<file path="config.mk">
export PLATFORM = sky130hd
export DESIGN_NAME = modulo_gerenciador_rolhas_param
export DESIGN_NICKNAME = d
export VERILOG_FILES = /design/src/rtl/pkg_rolhas.sv /design/src/rtl/modulo_contador_updown_sat.sv /design/src/rtl/modulo_gerenciador_rolhas_param.sv
export SDC_FILE = /design/constraint.sdc
export NUM_CORES = 1
export LEC_CHECK = 0
export CAP_MARGIN = 20
export CORE_MARGIN = 4
export CORE_UTILIZATION = 54
export DETAILED_ROUTE_END_ITERATION = 10
export HOLD_SLACK_MARGIN = 0.03
export PLACE_DENSITY_LB_ADDON = 0.1
export SLEW_MARGIN = 40
export SYNTH_ARGS = -nofsm -noshare
export SYNTH_HDL_FRONTEND = slang
export SYNTH_HIERARCHICAL = 1
export SYNTH_SLANG_ARGS = --single-unit
</file>
<file path="constraint.sdc">
create_clock -name clk -period 3.61 [get_ports clk]
set_input_delay 0.361 -clock clk [delete_from_list [all_inputs] [get_ports clk]]
set_output_delay 0.361 -clock clk [all_outputs]
set_load 0.02 [all_outputs]
</file>
<file path="src/rtl/pkg_rolhas.sv">
// Shared types and default sizing for the cork-supply manager.
package pkg_rolhas;

   typedef enum logic [1:0] {
      ST_IDLE = 2'b00,
      ST_XFER = 2'b01,
      ST_LOAD = 2'b10
   } estado_t;

   localparam int DEF_MAIN_CAP  = 20;
   localparam int DEF_SEC_CAP   = 99;
   localparam int DEF_MIN_LEVEL = 5;
   localparam int DEF_XFER_QTY  = 15;

endpackage

</file>
<file path="src/rtl/modulo_contador_updown_sat.sv">
// Up/down counter that saturates at 0 and MAX; inc and dec together hold the count.
module modulo_contador_updown_sat
   import pkg_rolhas::*;
#(
   parameter int W   = 8,
   parameter int MAX = 255
) (
   input  logic         clk,
   input  logic         rst,
   input  logic         inc,
   input  logic         dec,
   output logic [W-1:0] count
);

   logic [W-1:0] count_q, count_d;

   always_comb begin
      count_d = count_q;
      if (inc && !dec && (count_q < W'(MAX)))
         count_d = count_q + W'(1);
      else if (dec && !inc && (count_q != '0))
         count_d = count_q - W'(1);
   end

   always_ff @(posedge clk or posedge rst) begin
      if (rst) count_q <= '0;
      else     count_q <= count_d;
   end

   assign count = count_q;

endmodule

</file>
<file path="src/rtl/modulo_gerenciador_rolhas_param.sv">
// Cork-supply manager: main buffer + reservoir, automatic batch transfer and operator loads.
// Optional BCD display outputs for the reservoir level are built when ROLHAS_BCD_EN is defined.
module modulo_gerenciador_rolhas_param
   import pkg_rolhas::*;
#(
   parameter int  MAIN_CAP  = DEF_MAIN_CAP,
   parameter int  SEC_CAP   = DEF_SEC_CAP,
   parameter int  MIN_LEVEL = DEF_MIN_LEVEL,
   parameter int  XFER_QTY  = DEF_XFER_QTY,
   localparam int MAIN_W    = $clog2(MAIN_CAP+1),
   localparam int SEC_W     = $clog2(SEC_CAP+1)
) (
   input  logic              clk,
   input  logic              rst,
   input  logic              enable,
   input  logic              seal,
   input  logic              op_load,
   input  logic [SEC_W-1:0]  op_qty,
   output logic [MAIN_W-1:0] main_level,
   output logic [SEC_W-1:0]  sec_level,
   output logic [1:0]        state,
   output logic              ro,
   output logic              main_low,
   output logic              load_reject,
   output logic              busy,
   output logic [3:0]        sec_dez,
   output logic [3:0]        sec_uni
);

   localparam int XW = $clog2(XFER_QTY+1);

   if ((MIN_LEVEL + XFER_QTY > MAIN_CAP) || (XFER_QTY > SEC_CAP) || (XFER_QTY < 1)) begin : g_param_chk
      $error("XFER_QTY/MIN_LEVEL do not fit the buffer capacities");
   end

   estado_t          state_q, state_d;
   logic [XW-1:0]    xfer_rem_q, xfer_rem_d;
   logic [SEC_W-1:0] load_rem_q, load_rem_d;
   logic [SEC_W-1:0] pend_qty_q, pend_qty_d;
   logic             pend_q, pend_d;
   logic             load_reject_q, load_reject_d;
   logic             busy_q, busy_d;
   logic             main_inc, main_dec, sec_inc, sec_dec;
   logic [SEC_W:0]   soma;
   logic             recusa;

   // A second load cannot queue behind a pending or running one.
   assign soma   = {1'b0, sec_level} + {1'b0, op_qty};
   assign recusa = pend_q || (state_q == ST_LOAD) || (soma > (SEC_W+1)'(SEC_CAP));

   always_ff @(posedge clk or posedge rst) begin
      if (rst) begin
         state_q       <= ST_IDLE;
         xfer_rem_q    <= '0;
         load_rem_q    <= '0;
         pend_qty_q    <= '0;
         pend_q        <= 1'b0;
         load_reject_q <= 1'b0;
         busy_q        <= 1'b0;
      end else begin
         state_q       <= state_d;
         xfer_rem_q    <= xfer_rem_d;
         load_rem_q    <= load_rem_d;
         pend_qty_q    <= pend_qty_d;
         pend_q        <= pend_d;
         load_reject_q <= load_reject_d;
         busy_q        <= busy_d;
      end
   end

   always_comb begin
      state_d    = state_q;
      xfer_rem_d = xfer_rem_q;
      load_rem_d = load_rem_q;
      pend_d     = pend_q;
      pend_qty_d = pend_qty_q;
      if (enable) begin
         case (state_q)
            ST_IDLE: begin
               if (main_low && (sec_level >= SEC_W'(XFER_QTY))) begin
                  state_d    = ST_XFER;
                  xfer_rem_d = XW'(XFER_QTY);
               end else if (pend_q) begin
                  state_d    = ST_LOAD;
                  load_rem_d = pend_qty_q;
                  pend_d     = 1'b0;
               end
            end
            ST_XFER: begin
               xfer_rem_d = xfer_rem_q - XW'(1);
               if (xfer_rem_q == XW'(1)) state_d = ST_IDLE;
            end
            ST_LOAD: begin
               load_rem_d = load_rem_q - SEC_W'(1);
               if (load_rem_q == SEC_W'(1)) state_d = ST_IDLE;
            end
            default: state_d = ST_IDLE;
         endcase
      end
      // Acceptance ignores enable so the operator can stage a load while the line is stopped.
      if (op_load && (op_qty != '0) && !recusa) begin
         pend_d     = 1'b1;
         pend_qty_d = op_qty;
      end
   end

   always_comb begin
      main_inc      = enable && (state_q == ST_XFER);
      main_dec      = enable && seal && (main_level != '0);
      sec_inc       = enable && (state_q == ST_LOAD);
      sec_dec       = enable && (state_q == ST_XFER);
      load_reject_d = op_load && (op_qty != '0) && recusa;
      busy_d        = (state_d != ST_IDLE) || pend_d;
   end

   modulo_contador_updown_sat #(.W(MAIN_W), .MAX(MAIN_CAP)) u_main (
      .clk   (clk),
      .rst   (rst),
      .inc   (main_inc),
      .dec   (main_dec),
      .count (main_level)
   );

   modulo_contador_updown_sat #(.W(SEC_W), .MAX(SEC_CAP)) u_sec (
      .clk   (clk),
      .rst   (rst),
      .inc   (sec_inc),
      .dec   (sec_dec),
      .count (sec_level)
   );

   assign state       = state_q;
   assign load_reject = load_reject_q;
   assign busy        = busy_q;
   assign ro          = (main_level == '0);
   assign main_low    = (main_level <= MAIN_W'(MIN_LEVEL));

`ifdef ROLHAS_BCD_EN
   logic [3:0] sec_dez_q, sec_dez_d, sec_uni_q, sec_uni_d;

   always_comb begin
      if (int'(sec_level) > 99) begin
         sec_dez_d = 4'd9;
         sec_uni_d = 4'd9;
      end else begin
         sec_dez_d = 4'(int'(sec_level) / 10);
         sec_uni_d = 4'(int'(sec_level) % 10);
      end
   end

   always_ff @(posedge clk or posedge rst) begin
      if (rst) begin
         sec_dez_q <= '0;
         sec_uni_q <= '0;
      end else begin
         sec_dez_q <= sec_dez_d;
         sec_uni_q <= sec_uni_d;
      end
   end

   assign sec_dez = sec_dez_q;
   assign sec_uni = sec_uni_q;
`else
   assign sec_dez = '0;
   assign sec_uni = '0;
`endif

endmodule

</file>
# ---- After elaboration in Yosys (flattened, before gate mapping)
# Index checks and enable logic that the tools add are counted.
dict set report totals {
  reg_bits 35
  wordCells 82
  output_inout_bits 26
  input_bits 12
}
dict set report op_classes {
  mux 19
  addsub 7
  n_eq_ne 7
  n_reduce_logical 35
  order_cmp 5
}
# cell n
set op_table {}
lappend op_table {{7-bit 2-to-1 mux} 4}
lappend op_table {{1-bit logical AND} 16}
lappend op_table {{7-bit one-hot mux with 2 select lines} 1}
lappend op_table {{7-bit nonzero test} 2}
lappend op_table {{7-bit by 1-bit subtractor with 7-bit output, second input constant} 2}
lappend op_table {{2-bit 2-to-1 mux} 5}
lappend op_table {{5-bit 2-to-1 mux} 2}
lappend op_table {{2-bit nonzero test} 5}
lappend op_table {{7-bit by 7-bit adder with 8-bit output} 1}
lappend op_table {{8-bit by 7-bit > comparator with 1-bit output, second input constant} 1}
lappend op_table {{4-bit one-hot mux with 2 select lines} 1}
lappend op_table {{7-bit by 1-bit adder with 7-bit output, second input constant} 1}
lappend op_table {{7-bit by 1-bit == test with 1-bit output, second input constant} 1}
lappend op_table {{7-bit by 4-bit greater-or-equal comparator with 1-bit output, second input constant} 1}
lappend op_table {{7-bit < comparator, second input constant} 1}
lappend op_table {{2-bit != test, second input constant} 3}
lappend op_table {{2-bit one-hot mux with 3 select lines} 1}
lappend op_table {{5-bit by 1-bit adder with 5-bit output, second input constant} 1}
lappend op_table {{5-bit by 3-bit less-or-equal comparator with 1-bit output, second input constant} 1}
lappend op_table {{5-bit zero test} 1}
lappend op_table {{5-bit < comparator, second input constant} 1}
lappend op_table {{5-bit nonzero test} 1}
lappend op_table {{5-bit by 1-bit subtractor with 5-bit output, second input constant} 1}
lappend op_table {{4-bit by 1-bit == test with 1-bit output, second input constant} 1}
lappend op_table {{10 further kinds} 18}

# ---- Longest topological paths before layout
# Gate-level depths: netlist of run 1.
dict set report logic_depth {
  word_depth 7
  mapped_depth 10
  ltp_nobuf 10
}

# ---- Modules after synthesis
# The synthesis of run 1 kept the hierarchy.
# mod area_each_um2 seq_area_each_um2 n_inst cells_each
set by_module_without_submodules {}
lappend by_module_without_submodules {modulo_gerenciador_rolhas_param 1559.0 575.6 1 168}
lappend by_module_without_submodules {{modulo_contador_updown_sat (u_sec)} 620.6 175.2 1 60}
lappend by_module_without_submodules {{modulo_contador_updown_sat (u_main)} 331.6 125.1 1 28}

# ---- Worst setup path before layout of run 1
# OpenSTA, ideal clock, no wires.
dict set report synth_timing {
  path_kind {register -> register}
  startpoint {register u_main.count_q[0], in the netlist u_main/count[0]}
  endpoint {register u_main.count_q[4], in the netlist u_main/count[4]}
  path_stages_with_launch 10
  arrival_ns 2.869
  path_buffers 0
  path_slack_ns 0.661
  synth_period_minus_slack_ns 2.949
  required_ns 3.530
  setup_ns 0.080
  cell_sequence {dfrtp_1 > or4_1 > nor2_1 > nor2_1 > nand3b_1 > fa_1 > a21o_1 > a21oi_1 > mux2i_1 > xor2_1}
}
dict set report synth_via {
  elab_chain_cells 6
  word_cells_on_any_way 13
  cone_classes {add/sub: 2; order compare: 1; mux: 2; reduce/logical: 8}
}
# item line
set synth_rtl {}
lappend synth_rtl {{start, declared} modulo_contador_updown_sat.sv:15} ;# logic [W-1:0] count_q, count_d;
lappend synth_rtl {{start signal, assigned} modulo_contador_updown_sat.sv:27} ;# else count_q <= count_d;
lappend synth_rtl {{5-bit nonzero test (*)} modulo_gerenciador_rolhas_param.sv:109} ;# main_dec = enable && seal && (main_level != '0);
lappend synth_rtl {{1-bit logical AND (*)} modulo_gerenciador_rolhas_param.sv:109}
lappend synth_rtl {{net main_dec} modulo_gerenciador_rolhas_param.sv:43} ;# logic main_inc, main_dec, sec_inc, sec_dec;
lappend synth_rtl {{1-bit zero test} modulo_contador_updown_sat.sv:19} ;# if (inc && !dec && (count_q < W'(MAX)))
lappend synth_rtl {{1-bit logical AND (2 in a row)} modulo_contador_updown_sat.sv:19}
lappend synth_rtl {{5-bit 2-to-1 mux / 2-bit nonzero test (equally long branches)} n/a}
# The timed path passes the listed nets; every way through them passes the cells marked *. The select of a mux whose other input is x is not followed.
# A chain may end at the register's enable or synchronous reset.

# ---- Final worst setup path of run 1
dict set report layout_timing {
  startpoint {input enable}
  endpoint {register u_sec.count_q[5], in the netlist u_sec/count[5]}
}
dict set report layout_via {
  elab_chain_cells 5
  word_cells_on_any_way 10
  cone_classes {mux: 1; reduce/logical: 9}
}
# item line
set layout_rtl {}
lappend layout_rtl {{start, declared} modulo_gerenciador_rolhas_param.sv:15} ;# input logic enable,
lappend layout_rtl {{1-bit logical AND (*)} n/a}
lappend layout_rtl {{net main_inc} modulo_gerenciador_rolhas_param.sv:43}
lappend layout_rtl {{1-bit zero test} modulo_contador_updown_sat.sv:19}
lappend layout_rtl {{1-bit logical AND (2 in a row)} modulo_contador_updown_sat.sv:19}
lappend layout_rtl {{7-bit 2-to-1 mux / 2-bit nonzero test (equally long branches)} n/a}
lappend layout_rtl {{end signal, assigned} modulo_contador_updown_sat.sv:27}
lappend layout_rtl {{end, declared} modulo_contador_updown_sat.sv:15}
# The timed path passes the listed nets; every way through them passes the cells marked *.

==> flow_metrics.tcl, run 1 <==
set metrics [dict create \
    ys.flop_type "dfrtp_1" \
    synth-seq-area-share 0.349 \
    antenna_found_initial 0 \
    holdWs_ps 352 \
    clock.fmax_ghz 0.330 \
    num_antenna_cells 0 \
    crit_path_end_kind "flop" \
    cpMostUsedCell "inv_1" \
    drtIter0Drc 111 \
    final_common_cell "dfrtp_1" \
    routedWlPerCell_um 15.5 \
    remaining_drc_errors 0 \
    core_area_um2 4410 \
    htree_levels 2 \
    cts_buffers 5 \
    hold_class "in -> async" \
    fillers 387 \
    crit_chain "clkdlybuf4s50_1, inv_1, nor2_1, and2_1, inv_1, nand4_1, ha_1, o21ai_0, or4b_1, o2111ai_1, mux2_4" \
    status "finished clean" \
    routabilityCongestion 0.837 \
    layout-drive-gt1-share 0.110 \
    slew_headroom 0.600 \
    pre_cts_slack_ps 310 \
    drt_wl_total_um 5290 \
    grt_pass1_wl_um 9490 \
    syn_area_um2 2510 \
    period_share 0.839 \
    vdd_drop_max_mv 0.631 \
    post_cts_buffers 0 \
    min_period_ps 3030 \
    slowest_delay_ps 560 \
    clk_latency_ps 290 \
    cp.arrival_ps 3260 \
    mostFrequentLayoutCells "35 x dfrtp_1, 29 x clkdlybuf4s50_1, 20 x ha_1, 18 x nor2_1, 18 x a21oi_1" \
    yosysWarningCount 6 \
    firstDrtPassIters 4 \
    final_area_um2 2970 \
    ant_nets 0 \
    crit_slowest_cell "ha_1" \
    dieHeight_um 76.2 \
    placed_area_um2 2830 \
    initial_utilization 0.569 \
    synthCells 256 \
    fin_util 0.672 \
    p_leak_nw 1.28 \
    avgSynthCellArea_um2 9.81 \
    worstMarginPinSlew_ps 599 \
    area_growth_pct 18.1 \
    vias_per_cell 5.81 \
    cts_tree "built" \
    fin_cells 342 \
    setup_slack_ps 582 \
    grt_max_degree 24 \
    clock_sinks 35 \
    track_usage 0.196 \
    drv_slew 0 \
    crit_required_ps 3840 \
    fin_setup_tns_ps 0 \
    critical_path_class "in -> reg" \
    power.total_mw 2.79 \
    place_inst 334 \
    rsz0062_at_grt "false" \
    cts_resized 0 \
    crit_fanout 8 \
    drv_cap 0 \
    synth_enable_flop_cells 0 \
    synthArstFlopShare 1.00 \
    power-per-cell-area_nw_per_um2 941 \
    num_io_pins 38 \
    holdBufCountCts 0 \
    critPathTopFamily "simple AND/OR/NAND/NOR gates" \
    ys_types 58 \
    nets 324 \
    clk_pin_slew_ps 70 \
    cts_root_buffer "clkbuf_8" \
    start_kind "input pin" \
    die_w_um 76.2 \
    std_cell_rows 24 \
    grt_pass1_vias 2068 \
    crit_buf_inv 3 \
    dp_hpwl_um 3980 \
    vias 1987 \
    setup_viol 0 \
    hold_viol 0 \
    finClkSkew_ps 5.95 \
    grt_overflow 0 \
    portBuffers 29 \
    cts_max_path_buffers 2 \
    synth-seq-cells 35 \
    die-area_um2 5810 \
]
cell families (layout without fill, tap and decap cells):
family / after synthesis / in the layout / share of synthesized area
XOR/XNOR: 11 / 11 / 0.0384
adder cells (fa/ha/maj): 23 / 23 / 0.124
AO/OA/AOI/OAI: 74 / 74 / 0.205
flip-flops: 35 / 35 / 0.349
buffers and inverters: 25 / 52 / 0.0503
multiplexers: 16 / 16 / 0.0787
other: 1 / 8 / 0.00149
AND/OR/NAND/NOR: 71 / 71 / 0.154
cell usage after synthesis, types with 2 or more instances:
library cell  count  area share
dfrtp_1          35        0.35
ha_1             20        0.10
a21oi_1          18       0.036
nor2_1           18       0.027
o21ai_0          16       0.032
inv_1            13       0.019
nand2_1           9       0.013
buf_4             8       0.024
nor3_1            8       0.016
mux2_2            7       0.031
a21o_1            6       0.018
nor2b_1           6       0.015
xor2_1            6       0.021
mux2_4            5       0.030
nor3b_1           5       0.015
xnor2_1           5       0.017
a211oi_1          4       0.012
a31oi_1           4       0.010
and3_1            3      0.0075
fa_1              3       0.024
mux2_1            3       0.013
nand4_1           3      0.0075
or3_1             3      0.0075
or4_1             3      0.0090
a22oi_1           2      0.0060
buf_2             2      0.0040
clkbuf_1          2      0.0030
nand2b_1          2      0.0050
nand3_1           2      0.0040
o211ai_1          2      0.0060
o21a_1            2      0.0060
o21ai_2           2      0.0070
o21bai_1          2      0.0060
o22a_1            2      0.0070
or2b_1            2      0.0060
sequential cells by signal, summed over array words and instances, names as in the netlist:
name / count
u_main/count: 5
busy: 1
load_reject: 1
pend_q: 1
u_sec/count: 7
load_rem_q: 7
xfer_rem_q: 4
pend_qty_q: 7
state: 2
power breakdown:
group	internal [mW]	switching, mW	leakage (nW)
clock	0.276	0.140	0.0654
combinational	0.776	0.769	0.809
sequential	0.577	0.253	0.410
total	1.63	1.16	1.28
cell type report:
class | count | area [µm²] | area share
multi-input combinational | 203 | 1540 | 0.519
sequential | 35 | 876 | 0.295
timing repair buffer | 31 | 305 | 0.103
clock buffer | 6 | 72.6 | 0.0245
tap | 52 | 65.1 | 0.0219
clock inverter | 2 | 60.1 | 0.0202
inverter | 13 | 48.8 | 0.0164
layer usage:
| metal | share of wire | track usage |
|---|---|---|
| met1 | 0.47 | 0.265 |
| met2 | 0.48 | 0.308 |
| met3 | 0.028 | 0.0402 |
| met4 | 0.020 | 0.0752 |
| met5 | 0 | 0 |
path summary, 6_finish.rpt:
check / from / depth (start not counted) / to / slack (ps)
max: enable / 11 / u_sec/count[5] / 580
min: rst / 2 / u_main/count[4] / 350
max reg2reg: state[1] / 9 / u_sec/count[5] / 670
min reg2reg: pend_qty_q[1] / 1 / pend_qty_q[1] / 510
max in group asynchronous: rst / 2 / pend_qty_q[1] / 2830
min in group clk: pend_qty_q[1] / 1 / pend_qty_q[1] / 510
No activity file was read; power rests on OpenSTA's default activity.
==> run 2: changes to the inputs <==
clock period = 2.8 ns   (was 3.61 ns; I/O delays follow)
==> flow_metrics.tcl, run 2 (synthesis results as in run 1) <==
set metrics [dict create \
    status "finished clean" \
    final_common_cell "dfrtp_1" \
    grt_max_degree 15 \
    drtIter0Drc 78 \
    critical_path_class "reg -> reg" \
    track_usage 0.197 \
    worstMarginPinSlew_ps 546 \
    drv_cap 0 \
    portBuffers 29 \
    p_leak_nw 1.39 \
    routedWlPerCell_um 14.9 \
    htree_levels 2 \
    ant_nets 0 \
    grt_pass1_vias 2085 \
    cts_buffers 5 \
    combPwrFrac 0.609 \
    firstDrtPassIters 4 \
    grt_pass1_wl_um 9490 \
    vias_per_cell 5.64 \
    vdd_drop_max_mv 0.713 \
    internal_power_mw 2.16 \
    std_cell_rows 24 \
    dp_hpwl_um 4250 \
    min_period_ps 2680 \
    core_area_um2 4410 \
    period_share 0.956 \
    crit_fanout 5 \
    hold_viol 0 \
    num_io_pins 38 \
    power.total_mw 3.69 \
    clk_latency_ps 290 \
    clk_pin_slew_ps 70 \
    pwr-share-clk 0.121 \
    initial_utilization 0.569 \
    crit_path_end_kind "flop" \
    crit_chain "or4_1, nor2_4, nor2_1, nand3b_1, fa_1, a21o_1, a21oi_2, mux2i_1, xor2_1" \
    vias 2069 \
    setup_viol 0 \
    multiInputGateArea_um2 1570 \
    routabilityCongestion 0.865 \
    cp.arrival_ps 2890 \
    area_growth_pct 25.8 \
    fillers 339 \
    die-area_um2 5810 \
    hold_class "in -> async" \
    die_w_um 76.2 \
    clock_sinks 35 \
    place_inst 358 \
    fin_util 0.716 \
    p_sw_mw 1.53 \
    start_kind "flop" \
    drt_wl_total_um 5450 \
    dieHeight_um 76.2 \
    mostFrequentLayoutCells "34 x dfrtp_1, 29 x clkdlybuf4s50_1, 27 x buf_4, 19 x ha_1, 17 x a21oi_1" \
    nets 349 \
    antenna_found_initial 0 \
    grt_overflow 0 \
    pwr-share-seq 0.270 \
    clock.fmax_ghz 0.373 \
    slowest_delay_ps 570 \
    layout-drive-gt1-share 0.190 \
    remaining_drc_errors 0 \
    slew_headroom 0.636 \
    seq_area_um2 877 \
    crit_required_ps 3010 \
    cts_max_path_buffers 2 \
    crit_slowest_cell "or4_1" \
    holdBufCountCts 0 \
    finClkSkew_ps 10.9 \
    cts_tree "built" \
    fin_cells 367 \
    swShare 0.415 \
    power-per-cell-area_nw_per_um2 1170 \
    cts_root_buffer "clkbuf_8" \
    num_antenna_cells 0 \
    drv_slew 0 \
]
[run 2: path summary, 6_finish.rpt]
path                                 startpoint               to  slack, ps  cells after the start
worst max-delay path            u_main/count[4]  u_main/count[4]        120                      9
worst min-delay path                        rst  u_main/count[0]        270                      2
worst max register to register  u_main/count[4]  u_main/count[4]        120                      9
worst min register to register    pend_qty_q[1]    pend_qty_q[1]        510                      1
max in group asynchronous                   rst    pend_qty_q[1]       1830                      3
min in group clk                  pend_qty_q[1]    pend_qty_q[1]        510                      1
[run 2: critical path: cells and delay by family (launching register included)]
kind / cells / cell delay (ps)
compound gates: 2 / 380
mux: 1 / 230
fa+ha+maj: 1 / 450
xor+xnor: 1 / 150
simple gates: 4 / 1010
flops: 1 / 370
[run 2: power groups by stage]
stage | combinational (mW) | clock (mW) | sequential [mW]
floorplan | 1.43 | 0 | 1.11
global placement | 2.17 | 0 | 0.996
detailed placement | 2.23 | 0 | 1.01
CTS | 2.25 | 0.455 | 0.998
global route | 2.50 | 0.491 | 1.04
finish | 2.25 | 0.447 | 0.997
[run 2: what timing repair did]
| item | in CTS | in global routing |
|---|---|---|
| gates resized for setup | 0 | 1 |
| hold endpoints to repair | 0 | 0 |
| buffers inserted | 0 | 1 |
| endpoints found under the setup margin | 0 | 1 |
[run 2: area by class of cell]
class / count / area share
inverters: 13 / 0.0154
well taps: 52 / 0.0206
multi-input cells: 203 / 0.497
clock buffers: 7 / 0.0242
repair buffers: 56 / 0.156
flip-flops and latches: 35 / 0.278
clock inverters: 1 / 0.00950
[run 2: per-layer routing]
metal	up-vias	GRT usage	wire length (µm)
met5	-	0	0
met4	0	0.0577	74
met3	8	0.0449	203
met2	41	0.328	2680
met1	985	0.253	2490
li1	1035	-	-
[run 2: metrics by stage]
step	setup TNS [ps]	hold slack, ps	area [µm²]	setup slack [ps]
after floorplan	-9.86	58.5	2580	-9.86
after global placement	0	492	3040	18.4
after detailed placement	-353	502	3040	-63.6
after CTS	0	267	3150	63.4
after global routing	-29.7	300	3160	-29.7
final	0	268	3160	122
